[config.mk]
export PLATFORM = sky130hd
export DESIGN_NAME = seq_gen
export DESIGN_NICKNAME = d
export VERILOG_FILES = /design/src/rtl/seq_gen.sv
export SDC_FILE = /design/constraint.sdc
export NUM_CORES = 1
export LEC_CHECK = 0
export CORE_MARGIN = 3
export CORE_UTILIZATION = 30
export CTS_CLUSTER_DIAMETER = 60
export DETAILED_ROUTE_END_ITERATION = 12
export REMOVE_ABC_BUFFERS = 1
export SYNTH_ARGS = -nofsm -noshare
export SYNTH_HDL_FRONTEND = slang
export SYNTH_SLANG_ARGS = --single-unit
[constraint.sdc]
create_clock -name clk -period 3.45 [get_ports clk]
set_clock_uncertainty 0.2 [all_clocks]
set_input_delay 1.035 -clock clk [delete_from_list [all_inputs] [get_ports clk]]
set_output_delay 1.035 -clock clk [all_outputs]
set_load 0.01 [all_outputs]
[src/rtl/seq_gen.sv]
// Bit-serial pattern transmitter.
// Sends a captured pattern MSB-first, repeated reps+1 times back-to-back.
module seq_gen #(
  parameter int WIDTH = 16,
  parameter int REPW  = 4
) (
  input  logic             clk,
  input  logic             rst,
  input  logic             start,
  input  logic [WIDTH-1:0] data,
  input  logic [REPW-1:0]  reps,
  input  logic             abort,
  output logic             out,
  output logic             valid,
  output logic             busy,
  output logic             done
);

  localparam int CW = $clog2(WIDTH);
  localparam logic [CW-1:0] LAST = CW'(WIDTH - 1);

  typedef enum logic [1:0] {
    IDLE,
    SEND,
    DONE
  } state_t;

  state_t           state_q, state_d;
  logic [WIDTH-1:0] hold_q, hold_d;
  logic [WIDTH-1:0] shreg_q, shreg_d;
  logic [REPW-1:0]  passes_q, passes_d;
  logic [CW-1:0]    bitcnt_q, bitcnt_d;
  logic             out_q, out_d;
  logic             valid_q, valid_d;
  logic             busy_q, busy_d;
  logic             done_q, done_d;

  // shreg holds the bits still to follow the one on out
  always_comb begin
    state_d  = state_q;
    hold_d   = hold_q;
    shreg_d  = shreg_q;
    passes_d = passes_q;
    bitcnt_d = bitcnt_q;
    out_d    = 1'b0;
    valid_d  = 1'b0;
    busy_d   = 1'b0;
    done_d   = 1'b0;
    if (abort) begin
      state_d = IDLE;
    end else begin
      unique case (state_q)
        IDLE: begin
          if (start) begin
            state_d  = SEND;
            hold_d   = data;
            shreg_d  = {data[WIDTH-2:0], 1'b0};
            passes_d = reps;
            bitcnt_d = '0;
            out_d    = data[WIDTH-1];
            valid_d  = 1'b1;
            busy_d   = 1'b1;
          end
        end
        SEND: begin
          busy_d = 1'b1;
          if (bitcnt_q == LAST) begin
            if (passes_q != '0) begin
              shreg_d  = {hold_q[WIDTH-2:0], 1'b0};
              out_d    = hold_q[WIDTH-1];
              valid_d  = 1'b1;
              bitcnt_d = '0;
              passes_d = passes_q - REPW'(1);
            end else begin
              state_d = DONE;
              done_d  = 1'b1;
            end
          end else begin
            shreg_d  = {shreg_q[WIDTH-2:0], 1'b0};
            out_d    = shreg_q[WIDTH-1];
            valid_d  = 1'b1;
            bitcnt_d = bitcnt_q + CW'(1);
          end
        end
        DONE: begin
          state_d = IDLE;
        end
        default: begin
          state_d = IDLE;
        end
      endcase
    end
  end

  always_ff @(posedge clk) begin
    if (rst) begin
      state_q  <= IDLE;
      hold_q   <= '0;
      shreg_q  <= '0;
      passes_q <= '0;
      bitcnt_q <= '0;
      out_q    <= 1'b0;
      valid_q  <= 1'b0;
      busy_q   <= 1'b0;
      done_q   <= 1'b0;
    end else begin
      state_q  <= state_d;
      hold_q   <= hold_d;
      shreg_q  <= shreg_d;
      passes_q <= passes_d;
      bitcnt_q <= bitcnt_d;
      out_q    <= out_d;
      valid_q  <= valid_d;
      busy_q   <= busy_d;
      done_q   <= done_d;
    end
  end

  assign out   = out_q;
  assign valid = valid_q;
  assign busy  = busy_q;
  assign done  = done_q;

endmodule

==> After elaboration in Yosys (flattened, before gate mapping) <==
Cells that the tools add are included.
{ "classes": {"addsub": 2, "eq_ne": 7, "mux": 26, "bitwise_logic": 3, "n_reduce_logical": 9} }
{ "ops": {"columns": ["cell", "count"], "rows": [
  ["2-to-1 mux 16 bit", 3],
  ["case mux 16 bit (2 select lines)", 1],
  ["2-to-1 mux 4 bit", 6],
  ["case mux 4 bit (2 select lines)", 2],
  ["inequality test 2 bit, second input constant", 4],
  ["2-to-1 mux 1 bit", 7],
  ["2-to-1 mux 2 bit", 3],
  ["case mux 1 bit (2 select lines)", 3],
  ["AND reduction 3 bit", 2],
  ["AND reduction 5 bit", 1],
  ["adder 4 x 1 -> 4 bit, second input constant", 1],
  ["equality test 4 bit, second input constant", 1],
  ["case mux 2 bit (2 select lines)", 1],
  ["AND reduction 4 bit", 1],
  ["nonzero test 4 bit", 1],
  ["OR reduction 4 bit", 1],
  ["subtractor 4 x 1 -> 4 bit, second input constant", 1],
  ["inequality test 3 bit, second input constant", 1],
  ["inverter 1 bit", 3],
  ["equality test 2 x 1 -> 1 bit, second input constant", 1],
  ["logical NOT 2 bit", 1],
  ["nonzero test 2 bit", 1],
  ["OR reduction 2 bit", 1]
]} }
{ "word_totals": {"regBits": 46, "in_bits": 24} }

==> Longest topological paths before layout <==
{ "depth": {"depth_word": 4, "depth_mapped": 7, "depth_no_buf": 6} }

==> Least setup slack after synthesis <==
No wires, ideal clock.
{ "synth_path": {"path_kind": "input port to flip-flop", "start": "in abort", "end": "reg hold_q[0]", "setup_time_ps": 132, "arrival_ps": 2109, "t_required_ps": 3118, "setup_slack_ps": 1009, "cell_stages": 7, "path_cell_list": "or2_1 -> buf_6 -> or3b_1 -> buf_2 -> buf_6 -> nand2_1 -> a21oi_1"} }
{ "synth_via": {"elab_chain_len": 2} }
{ "synth_lines": {"columns": ["item", "line_no", "source"], "rows": [
  ["start, declared", "12", "input logic abort,"],
  ["inverter 1 bit (no line)", null, null],
  ["AND reduction 3 bit (no line)", null, null],
  ["end signal, assigned", "108", "hold_q <= hold_d;"],
  ["end, declared", "29", "logic [WIDTH-1:0] hold_q, hold_d;"]
]} }
No other way between the ends.
A chain may end at the register's enable or synchronous reset.

==> Worst setup path after layout <==
{ "layout_path": {"start": "in abort", "end": "reg hold_q[3]"} }
The elaborated chain is that of the path after synthesis.

==> run_results.csv <==
group,metric,value,unit
status,status,"finished clean",
sta,max_slew_margin,55.4,%
clock_tree,max-clock-path-buffers,2,
synth,yosys_warnings,0,
critical_path,arrival,2660,ps
critical_path,cp_slowest_cell,"or3b_1",
sta,tns,0,ps
clock_tree,path_clk_slew,90,ps
pwr,finalPower,1.05,mW
clock_tree,cts_hold_buf,0,
floorplan,core_region_area,0.00649,mm2
finish,drive_above_1_share,10.8,%
sta,setup_ws,783,ps
clock_tree,h-tree-depth,2,
critical_path,path_max_fanout,16,
grt,grt-ovfl-total,0,
synth,synth_edf_count,0,
sta,rsz0062_at_grt,"no",
clock_tree,cts_resized,0,
clock_tree,cts_setup_buffers,0,
finish,fin_nets,276,
synth,yosysSeqAreaShare,43.7,%
clock_tree,clk-insertion-delay-late,290,ps
sta,post-route-period-util,77.3,%
sta,setup_viol,0,
floorplan,io_pins,28,
pwr,p_per_area,420,mW/mm2
finish,antenna_cells,0,
sta,finalHoldViolCount,0,
synth,ys_ff_latch,45,
critical_path,cp-end-kind,"flop",
sta,worstMarginPinSlew,670,ps
detailed_routing,dr.pass1.iters,4,
synth,syn_avg_cell_area,9.28,um2
clock_tree,cts_buffers,5,
placement,dp_hpwl,3.26,mm
run,maxCapViolCount,0,
critical_path,startpoint_type,"input port",
detailed_routing,wl_per_cell,14.0,um
detailed_routing,wl,4.60,mm
synth,ys_top_cells_by_area,"dfxtp_1 (44%), a221o_1 (6.8%), a22o_1 (6.4%)",
placement,dpl_worst_slack,460,ps
floorplan,start_util,31.7,%
synth,synth_most_common_cell,"dfxtp_1",
clock_tree,cts.sinks,45,
hold_path,worstHoldPathType,"flop to flop",
pwr,p_leak,0.890,nW
floorplan,die_w,88.9,um
synth,yosys.area.top_type_share,43.7,%
critical_path,crit_type,"input port to flop",
grt,antenna_found_initial,0,
floorplan,num_rows,29,
grt,grt_usage,13.0,%
synth,synth.distinct_cells,46,
clock_tree,cts_tree,"yes",
grt,grt_start_max_net_pins,28,
detailed_routing,ant_nets,0,
detailed_routing,dr_total_vias,1694,
sta,min_period,2670,ps
synth,yosys-top-cells-count,"dfxtp_1 (45), nand2_1 (33), a21oi_1 (24)",
synth,yosysTopAreaCell,"dfxtp_1",
critical_path,slowest_delay,650,ps
critical_path,r2r_slack,1180,ps
synth,async_flop_share,0,%
placement,gp_congestion,0.785,
floorplan,die_h,88.9,um
finish,syn_to_final_growth,21.1,%
critical_path,crit_chain,"clkdlybuf4s50_1 -> or2_1 -> or3b_1 -> nand2_1 -> a21oi_1",
grt,first_global_vias,1630,
grt,grt_pass1_wl,7.95,mm
detailed_routing,drc,0,
sta,drv_slew,0,
pwr,vdd_ir_drop_max,0.000170,V
detailed_routing,viasPerCell,5.16,
synth,ys.flop_type,"dfxtp_1",
placement,io_buffer_count,27,
synth,synth_area,0.00206,mm2
synth,synthCells,222,
floorplan,die_area,0.00790,mm2
clock_tree,cts_root_buf,"clkbuf_8",
detailed_routing,drtIter0Drc,110,
sta,fmax,375,MHz
critical_path,worstPathRequired,3440,ps
[cells by family after synthesis]
logic type,share of synthesized area (%)
flip-flops,43.7
adder cells (fa/ha/maj),1.21
buffers and inverters,5.16
AO/OA/AOI/OAI,26.6
AND/OR/NAND/NOR,23.3
[flip-flops by register name (all words and copies together), names as in the netlist]
register / cells
busy: 1
hold_q: 16
state_q: 2
out: 1
valid: 1
done: 1
bitcnt_q: 4
passes_q: 4
shreg_q: 15
[worst max-delay path, delay by kind of cell]
family | cells | cell delay (ps)
AND/OR/NAND/NOR | 3 | 1130
buffers and inverters | 1 | 430
AO/OA/AOI/OAI | 1 | 70
[power breakdown]
group	total, mW	leakage, nW	internal, mW	switching, mW
logic	0.149	0.472	0.0776	0.0714
registers	0.558	0.367	0.543	0.0144
clock network	0.341	0.0512	0.162	0.179
total	1.05	0.890	0.783	0.265
[metal layers]
metal	vias to the layer above	track usage, %	part of all wire (%)
met2	34	19.2	45
met4	0	4.26	1.2
met1	776	18.6	49
met5	-	0	0
li1	879	-	-
met3	5	3.17	4.7
[area by class of cell]
| type | count | area, um2 |
|---|---|---|
| Fill cell | 662 | 4000 |
| Inverter | 3 | 11.3 |
| Tap cell | 77 | 96.3 |
| Timing Repair Buffer | 36 | 338 |
| Clock inverter | 2 | 13.8 |
| Sequential cell | 45 | 901 |
| Clock buffer | 6 | 82.6 |
| Multi-Input combinational cell | 159 | 1050 |
[final timing paths]
kind                       startpoint                 endpoint  cells past startpoint
max reg2reg  passes_q[0]$_SDFFE_PP0P_  shreg_q[6]$_SDFFE_PP0P_                      6
min reg2reg   hold_q[14]$_SDFFE_PP0P_  hold_q[14]$_SDFFE_PP0P_                      2
min           hold_q[14]$_SDFFE_PP0P_  hold_q[14]$_SDFFE_PP0P_                      2
max                             abort   hold_q[3]$_SDFFE_PP0P_                      5
[stage by stage]
stage               instances  utilization, %  hold WS [ps]  cell area, um2
floorplan                 207               -           230            1960
global placement          320            36.9           241            2400
detailed placement        320            36.9           248            2400
CTS                       328            38.4           260            2490
global route              328            38.4           283            2490
finish                    328            38.4           257            2490
[cells in the final DEF, fill, tap and decap left out, types with 4 or more instances in the layout]
cell | Yosys | layout
a21oi_1 | 24 | 24
a221o_1 | 14 | 14
a22o_1 | 15 | 15
and2_1 | 14 | 14
buf_4 | 2 | 9
clkbuf_8 | 0 | 6
clkdlybuf4s50_1 | 0 | 27
dfxtp_1 | 45 | 45
nand2_1 | 33 | 33
nand3_1 | 4 | 4
nor2_1 | 6 | 6
nor3_1 | 4 | 4
Note: power is estimated with default switching activity, not from simulation.
